$ cat config.mk
export PLATFORM = sky130hd
export DESIGN_NAME = fetch_unit
export DESIGN_NICKNAME = d
export VERILOG_FILES = /design/src/rtl/fetch_pkg.sv /design/src/rtl/fetch_queue.sv /design/src/rtl/fetch_unit.sv
export SDC_FILE = /design/constraint.sdc
export NUM_CORES = 1
export LEC_CHECK = 0
export BUFFER_PORTS_ARGS = -buffer_cell sky130_fd_sc_hd__buf_2
export CAP_MARGIN = 40
export CORE_MARGIN = 3
export CORE_UTILIZATION = 53
export CTS_CLUSTER_SIZE = 14
export DETAILED_ROUTE_END_ITERATION = 6
export PLACE_DENSITY = 0.84
export SYNTH_ARGS = -nofsm -noshare
export SYNTH_HDL_FRONTEND = slang
export SYNTH_SLANG_ARGS = --single-unit
$ cat constraint.sdc
create_clock -name clk -period 8.59 [get_ports clk]
set_clock_uncertainty 0.15 [all_clocks]
set_input_delay 2.577 -clock clk [delete_from_list [all_inputs] [get_ports clk]]
set_output_delay 2.577 -clock clk [all_outputs]
set_load 0.005 [all_outputs]
$ cat src/rtl/fetch_pkg.sv
// Shared constants for the instruction-fetch stage.
package fetch_pkg;

   localparam int unsigned INSTR_BYTES   = 4;
   localparam int unsigned PC_ALIGN_BITS = 2;
   localparam logic [31:0] NOP_INSTR     = 32'h0000_0000;

   typedef logic [31:0] perf_cnt_t;

endpackage

$ cat src/rtl/fetch_queue.sv
// Circular FIFO decoupling instruction fetch from decode. DEPTH must be a power of two so the
// pointers wrap by natural overflow.
module fetch_queue
   import fetch_pkg::*;
#(
   parameter int unsigned WIDTH = 64,
   parameter int unsigned DEPTH = 2
) (
   input  logic                       clk,
   input  logic                       rst,
   input  logic                       flush,
   input  logic                       push,
   input  logic [WIDTH-1:0]           push_data,
   input  logic                       pop,
   output logic [WIDTH-1:0]           head_data,
   output logic [$clog2(DEPTH):0]     count,
   output logic                       empty,
   output logic                       full
);

   localparam int unsigned PtrW = $clog2(DEPTH);
   localparam int unsigned CntW = PtrW + 1;

   logic [PtrW-1:0]  rd_ptr_q, rd_ptr_d;
   logic [PtrW-1:0]  wr_ptr_q, wr_ptr_d;
   logic [CntW-1:0]  count_q, count_d;
   logic [WIDTH-1:0] mem_q [DEPTH];
   logic             push_ok, pop_ok;

   assign empty = (count_q == '0);
   assign full  = (count_q == CntW'(DEPTH));
   assign count = count_q;
   assign head_data = mem_q[rd_ptr_q];

   // Push into a full queue is only legal when the head leaves in the same cycle.
   assign pop_ok  = pop & ~empty;
   assign push_ok = push & (~full | pop_ok);

   // Next-state pointers and occupancy; flush discards everything.
   always_comb begin
      rd_ptr_d = rd_ptr_q;
      wr_ptr_d = wr_ptr_q;
      count_d  = count_q;
      if (flush) begin
         rd_ptr_d = '0;
         wr_ptr_d = '0;
         count_d  = '0;
      end else begin
         if (push_ok) wr_ptr_d = wr_ptr_q + PtrW'(1);
         if (pop_ok)  rd_ptr_d = rd_ptr_q + PtrW'(1);
         count_d = count_q + CntW'(push_ok) - CntW'(pop_ok);
      end
   end

   // Pointer and occupancy registers.
   always_ff @(posedge clk) begin
      if (rst) begin
         rd_ptr_q <= '0;
         wr_ptr_q <= '0;
         count_q  <= '0;
      end else begin
         rd_ptr_q <= rd_ptr_d;
         wr_ptr_q <= wr_ptr_d;
         count_q  <= count_d;
      end
   end

   // Entry storage; contents need no reset because occupancy gates visibility.
   always_ff @(posedge clk) begin
      if (push_ok && !flush) mem_q[wr_ptr_q] <= push_data;
   end

endmodule

$ cat src/rtl/fetch_unit.sv
// Instruction-fetch stage: PC register, sequential/redirect PC selection and a fetch queue
// feeding decode. Optional performance counters are enabled by defining FETCH_PERF_CNT_EN.
module fetch_unit
   import fetch_pkg::*;
#(
   parameter int unsigned      XLEN        = 32,
   parameter logic [XLEN-1:0]  RESET_PC    = '0,
   parameter int unsigned      QUEUE_DEPTH = 2
) (
   input  logic                            clk,
   input  logic                            rst,
   input  logic                            redirect_valid,
   input  logic [XLEN-1:0]                 redirect_pc,
   output logic [XLEN-1:0]                 imem_addr,
   input  logic [XLEN-1:0]                 imem_rdata,
   output logic                            out_valid,
   input  logic                            out_ready,
   output logic [XLEN-1:0]                 out_pc,
   output logic [XLEN-1:0]                 out_pc_plus4,
   output logic [XLEN-1:0]                 out_instr,
   output logic [$clog2(QUEUE_DEPTH):0]    queue_count
`ifdef FETCH_PERF_CNT_EN
   ,
   output perf_cnt_t                       fetch_cnt,
   output perf_cnt_t                       stall_cnt
`endif
);

   logic [XLEN-1:0]   pc_q, pc_d;
   logic [2*XLEN-1:0] head_data;
   logic              q_empty, q_full;
   logic              deq, can_enq, enq;
   logic              unused_align_bits;

   // Low address bits of a redirect target are discarded.
   assign unused_align_bits = ^redirect_pc[PC_ALIGN_BITS-1:0];

   assign imem_addr = pc_q;
   assign out_valid = ~q_empty;
   assign deq       = out_valid & out_ready;
   assign can_enq   = ~q_full | deq;
   assign enq       = ~redirect_valid & can_enq;

   // Redirect wins over sequential fetch; with no room the PC holds.
   always_comb begin
      pc_d = pc_q;
      if (redirect_valid) begin
         pc_d = {redirect_pc[XLEN-1:PC_ALIGN_BITS], {PC_ALIGN_BITS{1'b0}}};
      end else if (can_enq) begin
         pc_d = pc_q + XLEN'(INSTR_BYTES);
      end
   end

   // PC register.
   always_ff @(posedge clk) begin
      if (rst) pc_q <= RESET_PC;
      else     pc_q <= pc_d;
   end

   fetch_queue #(
      .WIDTH (2 * XLEN),
      .DEPTH (QUEUE_DEPTH)
   ) u_queue (
      .clk       (clk),
      .rst       (rst),
      .flush     (redirect_valid),
      .push      (enq),
      .push_data ({pc_q, imem_rdata}),
      .pop       (deq),
      .head_data (head_data),
      .count     (queue_count),
      .empty     (q_empty),
      .full      (q_full)
   );

   // Decode-facing outputs read as zero while the queue is empty.
   always_comb begin
      out_pc       = '0;
      out_pc_plus4 = '0;
      out_instr    = XLEN'(NOP_INSTR);
      if (out_valid) begin
         out_pc       = head_data[2*XLEN-1:XLEN];
         out_pc_plus4 = head_data[2*XLEN-1:XLEN] + XLEN'(INSTR_BYTES);
         out_instr    = head_data[XLEN-1:0];
      end
   end

`ifdef FETCH_PERF_CNT_EN
   perf_cnt_t fetch_cnt_q, stall_cnt_q;

   // Count enqueues and cycles lost to a full queue.
   always_ff @(posedge clk) begin
      if (rst) begin
         fetch_cnt_q <= '0;
         stall_cnt_q <= '0;
      end else begin
         if (enq)                         fetch_cnt_q <= fetch_cnt_q + 32'd1;
         if (!can_enq && !redirect_valid) stall_cnt_q <= stall_cnt_q + 32'd1;
      end
   end

   assign fetch_cnt = fetch_cnt_q;
   assign stall_cnt = stall_cnt_q;
`endif

endmodule
After elaboration in Yosys (flattened, before gate mapping)

Memories as Yosys holds them, arrays and structs flattened. A register that Yosys moved wholly into a read port is not among the register bits.
Cells that the tools add are included.

Memories kept: 1
RAM bits: 128
Register bits after elaboration: 36
Logic and storage cells: 36

Memories:

| name          | words | width | rd ports | clocked after Yosys merged registers in | wr ports | RTL line          | text |
|---|---|---|---|---|---|---|---|
| u_queue.mem_q | 2     | 64    | 1        | 1                                       | 1        | fetch_queue.sv:27 | `logic [WIDTH-1:0] mem_q [DEPTH];` |

Multiplexer cells: 9
Reduce and logical (&&, ||, !) cells: 5
Bitwise logic cells: 9
Add/sub/neg operators: 6
Equality and inequality tests: 1

Operators with widths:

| operator                                      | number |
|---|---|
| two-way mux 32 bit                            | 5 |
| adder 32 x 3 -> 32 bit, second input constant | 2 |
| AND 1 bit                                     | 4 |
| two-way mux 1 bit                             | 4 |
| inverter 1 bit                                | 3 |
| adder 1 bit, second input constant            | 2 |
| adder 2 x 1 -> 2 bit                          | 1 |
| == test 2 bit, second input constant          | 1 |
| zero test 2 bit                               | 1 |
| bitwise OR 1 bit                              | 2 |
| nonzero test 2 bit                            | 1 |
| OR reduction 2 bit                            | 1 |
| subtractor 2 x 1 -> 2 bit                     | 1 |
| logical AND 1 bit                             | 1 |
| zero test 1 bit                               | 1 |

Logic depth before layout (Yosys ltp)

Word-level depth: 9
Depth in mapped cells: 11
Mapped depth without buffers: 7

Modules after synthesis

A second synthesis with hierarchy kept.

Cells, all modules: 653
Area total of the unflattened synthesis: 7763.7 µm²

Modules (own cells, without submodules):

| module      | sequential area each (µm²) | area an instance (µm²) | times used | cells each |
|---|---|---|---|---|
| fetch_queue | 3943.8                     | 4849.7                 | 1          | 229 |
| fetch_unit  | 600.6                      | 2914.0                 | 1          | 424 |

Least setup slack after synthesis

OpenSTA, ideal clock, no wires.

Kind: input to register
From: input redirect_valid
To: memory u_queue.mem_q[0][0], enable pin
Path buffers: 2
Library setup time: 0.558 ns
Setup slack: 0.651 ns
Cell stages on the path: 3
Data required time: 7.882 ns
Arrival: 7.230 ns
Cells stage by stage: clkbuf_1 > clkbuf_1 > nor3_1

Cells in the longest elaborated chain, start to end: 6
Elaborated cells on any way between the ends: 7
Those cells by class: mux (2); bitwise (3); reduce/logical (2)

Ends and longest elaborated chain:

| element                                     | RTL line          | text |
|---|---|---|
| from (decl)                                 | fetch_unit.sv:12  | `input logic redirect_valid,` |
| inverter 1 bit                              | fetch_unit.sv:42  | `assign enq = ~redirect_valid & can_enq;` |
| AND 1 bit                                   | fetch_unit.sv:42  |  |
| AND 1 bit                                   | fetch_queue.sv:37 | `assign push_ok = push & (~full \| pop_ok);` |
| logical AND 1 bit (*)                       | fetch_queue.sv:70 | `if (push_ok && !flush) mem_q[wr_ptr_q] <= push_data;` |
| two-way mux 1 bit (*)                       | fetch_queue.sv:70 |  |
| two-way mux 1 bit (not written as such) (*) | fetch_queue.sv:70 |  |
| to (decl)                                   | fetch_queue.sv:27 |  |

Mark *: on every way between the ends. The rest lies on a longest branch, timed or not.

==> summary.md <==
| Metric | Value |
|---|---|
| Top cells by count, synth | `sky130_fd_sc_hd__edfxtp_1 (124), sky130_fd_sc_hd__nor2_1 (102), sky130_fd_sc_hd__mux2i_1 (59)` |
| Final setup viols | `0` |
| Top FF cell, synth | `sky130_fd_sc_hd__edfxtp_1` |
| Register-to-register setup slack | `5690 ps` |
| Buffers inserted by post-CTS timing repair | `0` |
| Cell depth of the worst hold path | `0` |
| Standby leakage power | `3.47 nW` |
| Via density per instance | `approximately 5.6` |
| Site row count | `between 40 and 50` |
| Worst path top cell family by delay | `simple AND/OR/NAND/NOR gates` |
| Cell internal pwr | `between 1 and 1.5 mW` |
| Clock transition at path regs | `60 ps` |
| Number of enable flip-flop cells after synthesis | `~120` |
| Sequential Power Share | `around 50%` |
| Final weighted congestion in routability-driven placement | `0.862` |
| End of the worst register-to-register path | `u_queue.count[1]$_SDFF_PP0_` |
| Cell depth of the worst flop-to-flop path | `8` |
| Max Clk Rate | `146 MHz` |
| Delay of the slowest cell on the worst path | `roughly 720 ps` |
| Type of destination of the critical path | `primary output` |
| Length of the first detailed-routing pass in iterations | `4` |
| Final worst path period need | `6850 ps` |
| Max_slew headroom | `between 40% and 50%` |
| Layout cell share with drive strength beyond 1 | `roughly 29%` |
| Setup repair after global routing missed its margin | `false` |
| Destination of the worst hold path | `u_queue.mem_q[0][63]$_DFFE_PP_` |
| Final count of hold timing violations | `0` |
| Number of buffers inserted during clock tree synthesis | `17` |
| Half-perimeter wire length of the detailed placement result | `12000 µm` |
| Average footprint of a synthesized cell | `11.6 µm²` |
| Cell type with the highest aggregate area in the netlist | `sky130_fd_sc_hd__edfxtp_1` |
| Total wire length | `between 15000 and 20000 µm` |
| Global-route wire length before repair | `27300 µm` |
| Total die area | `15600 µm²` |
| Max VDD drop | `0.139 mV` |
| Total track usage | `22.2%` |
| Register bit total from synthesis | `159` |
| Area contributors post-synth | `sky130_fd_sc_hd__edfxtp_1 (50%), sky130_fd_sc_hd__dfxtp_1 (9.4%), sky130_fd_sc_hd__mux2i_1 (7.9%), sky130_fd_sc_hd__nor2_1 (5.1%), sky130_fd_sc_hd__xnor2_1 (4.2%)` |
| Filler Cell Count | `roughly 1100` |
| Final antenna diode count | `0` |
| Hold/Removal Path Class | `flip-flop to flip-flop` |
| Num ports | `199` |
| Synth Warn # | `0` |
| Most instantiated library cell after synthesis | `sky130_fd_sc_hd__edfxtp_1` |
| Worst reg2reg path startpoint | `u_queue.count[0]$_SDFF_PP0_` |
| Area share of the leading cell type in the synthesized netlist | `49.8%` |
| Number of H-tree levels | `4` |
| Routed length per placed instance | `17.0 µm` |
| Slew Viols, Final | `0` |
| Placeable Area | `13500 µm²` |
| Nets | `896` |
| Start-to-end type of the worst setup path | `flip-flop to primary output` |
| Cells after Synth | `646` |
| Post-synthesis to final-layout area growth | `21.0%` |
| Path length in cells of the critical path | `7` |
| Cts repair resizes | `0` |
| Floorplan die height | `between 100 and 150 µm` |
| Final worst path period share | `79.8%` |
| NetSw | `~0.47 mW` |
| Clock sink count | `159` |
| Fraction of registers with async set/reset | `0%` |
| Setup TNS | `0 ps` |
| Combinational Power Share | `14.8%` |
| Area of all placed cells without fillers | `9040 µm²` |
| Count of maximum capacitance violations | `0` |
| Area occupied by multi-input gates | `about 2800 µm²` |
| Post-route ant nets | `0` |
| Number of hold buffers added after cts | `0` |
| Total buffers and inverters traversed by the critical path | `2` |
| DRC violations left | `0` |
| Clock tree buffer depth | `2` |
| Switching fraction of total power | `25.4%` |
| Residual overflow from global routing | `0` |
| Post-synthesis sequential area ratio | `59.2%` |
| DP Area | `~8500 µm²` |
| FF+latch area | `4430 µm²` |
| Vias after detailed routing | `5666` |
| Number of antenna violations at the first check in global routing | `0` |
| Transition time at the pin with the least slew margin | `a little over 800 ps` |
| Worst path cell trace | `buf_4 -> mux2i_1 -> a211oi_1 -> nand4_1 -> nor4_1 -> mux2_1 -> buf_2` |
| Hold Worst Slack | `376 ps` |
| Number of global-route vias before repair | `around 5400` |
| # port buffers | `190` |
| Largest net degree at the start of global routing | `81` |
| Master of the slowest instance on the critical path | `sky130_fd_sc_hd__dfxtp_4` |
| Status | `finished, final reports clean` |
| Netlist Area Pre-Place | `~7500 µm²` |
| CTS Root Cell | `sky130_fd_sc_hd__clkbuf_16` |
| Origin of the worst min-delay path | `imem_addr[31]$_SDFFE_PP0P_` |
| TritonCTS clock tree | `yes` |
| Initial cell density of the core | `between 50% and 60%` |
| CP Data Required Time | `approximately 5900 ps` |
| Maximum fanout along the worst path | `51` |
| Power density over the cells | `207 nW/µm²` |
| DR iter-0 viols | `352` |
| Type of origin of the critical path | `flip-flop` |
| Die width | `125 µm` |
| Arrival time at the worst endpoint | `4120 ps` |
| Clock insertion delay at the later pin of the skew report | `420 ps` |
| Number of distinct library cells after synthesis | `50` |
| Proportion of power drawn by the clock network | `35.7%` |
==> power by group through the flow <==
stage,registers [mW],clock network [mW],logic [mW]
6_report,0.926,0.668,0.277
5_1_grt,0.932,0.716,0.308
4_1_cts,0.925,0.686,0.280
3_5_place_dp,0.941,0,0.278
3_3_place_gp,0.938,0,0.273
2_1_floorplan,0.929,0,0.167
==> cell usage in the layout (no fill, tap or decap), types with 5 or more instances in the layout <==
master / instances
sky130_fd_sc_hd__mux2i_1: 59
sky130_fd_sc_hd__and2_1: 12
sky130_fd_sc_hd__nand2_1: 41
sky130_fd_sc_hd__nand4b_1: 6
sky130_fd_sc_hd__mux2_2: 5
sky130_fd_sc_hd__o31ai_1: 5
sky130_fd_sc_hd__edfxtp_1: 124
sky130_fd_sc_hd__clkbuf_16: 17
sky130_fd_sc_hd__o21ai_0: 9
sky130_fd_sc_hd__nor4_1: 14
sky130_fd_sc_hd__nand3_1: 11
sky130_fd_sc_hd__xor2_1: 9
sky130_fd_sc_hd__a211oi_1: 20
sky130_fd_sc_hd__clkinv_2: 5
sky130_fd_sc_hd__nor3_1: 24
sky130_fd_sc_hd__conb_1: 6
sky130_fd_sc_hd__dfxtp_1: 34
sky130_fd_sc_hd__nor2_1: 101
sky130_fd_sc_hd__buf_4: 6
sky130_fd_sc_hd__nand4_1: 18
sky130_fd_sc_hd__buf_2: 191
sky130_fd_sc_hd__and3_1: 6
sky130_fd_sc_hd__inv_1: 7
sky130_fd_sc_hd__a21oi_1: 15
sky130_fd_sc_hd__xnor2_1: 36
==> layout make-up <==
class                           count  share of cell area (%)
Clock buffer                       19                    4.79
Timing Repair Buffer              198                    11.1
Tap cell                          176                    2.43
Sequential cell                   159                    49.0
Inverter                            7                   0.290
Multi-Input combinational cell    442                    31.3
Clock inverter                     12                    1.08
==> cells by family after synthesis <==
kind of cell,after synthesis,share of synthesized area (%)
and+or+nand+nor,257,16.9
DFF,159,59.2
AOI/OAI and AO/OA,66,5.98
muxes,65,8.80
buffers and inverters,50,3.33
xor gates and xnor gates,45,5.27
adders and majority gates,3,0.502
other,1,0.0502
==> metal layers <==
metal | track usage (%) | wire (µm)
met5 | 0 | 0
met4 | 7.93 | 325
met3 | 5.02 | 1580
met2 | 34.9 | 7830
met1 | 30.4 | 7450
==> worst max path at each step <==
stage / slack, ps / to
final: 1740 / out_pc_plus4[28]
after global placement: 2250 / out_pc_plus4[28]
after detailed placement: 2120 / out_pc_plus4[28]
after floorplan: 650 / u_queue.mem_q[0][0]$_DFFE_PP_
after global routing: 1380 / out_pc_plus4[28]
after CTS: 1650 / out_pc_plus4[28]
==> worst register-to-register path: stages (launching register included) <==
cell and delay, ps:
sky130_fd_sc_hd__dfxtp_1 370, sky130_fd_sc_hd__nor2_4 110, sky130_fd_sc_hd__buf_4 620, sky130_fd_sc_hd__inv_1 540, sky130_fd_sc_hd__and2_1 340, sky130_fd_sc_hd__ha_1 310
sky130_fd_sc_hd__nor2_1 140, sky130_fd_sc_hd__xnor2_1 120, sky130_fd_sc_hd__nor3_1 60
==> state kept, by name, indices dropped and copies added, names as in the netlist, named ones only <==
| name | flops |
|---|---|
| u_queue.mem_q | 124 |
| imem_addr | 30 |
| u_queue.count | 2 |
| u_queue.rd_ptr_q | 1 |
| u_queue.wr_ptr_q | 1 |
==> stage by stage <==
stage          std cells  utilization [%]  power [mW]  worst slack, ps
3_5_place_dp         981             63.0        1.22             2120
6_report            1013             67.0        1.87             1740
3_3_place_gp         980             63.0        1.21             2250
5_1_grt             1013             67.0        1.96             1380
2_1_floorplan        651                -        1.10              651
4_1_cts             1012             66.9        1.89             1650
Note: power is estimated with default switching activity, not from simulation.
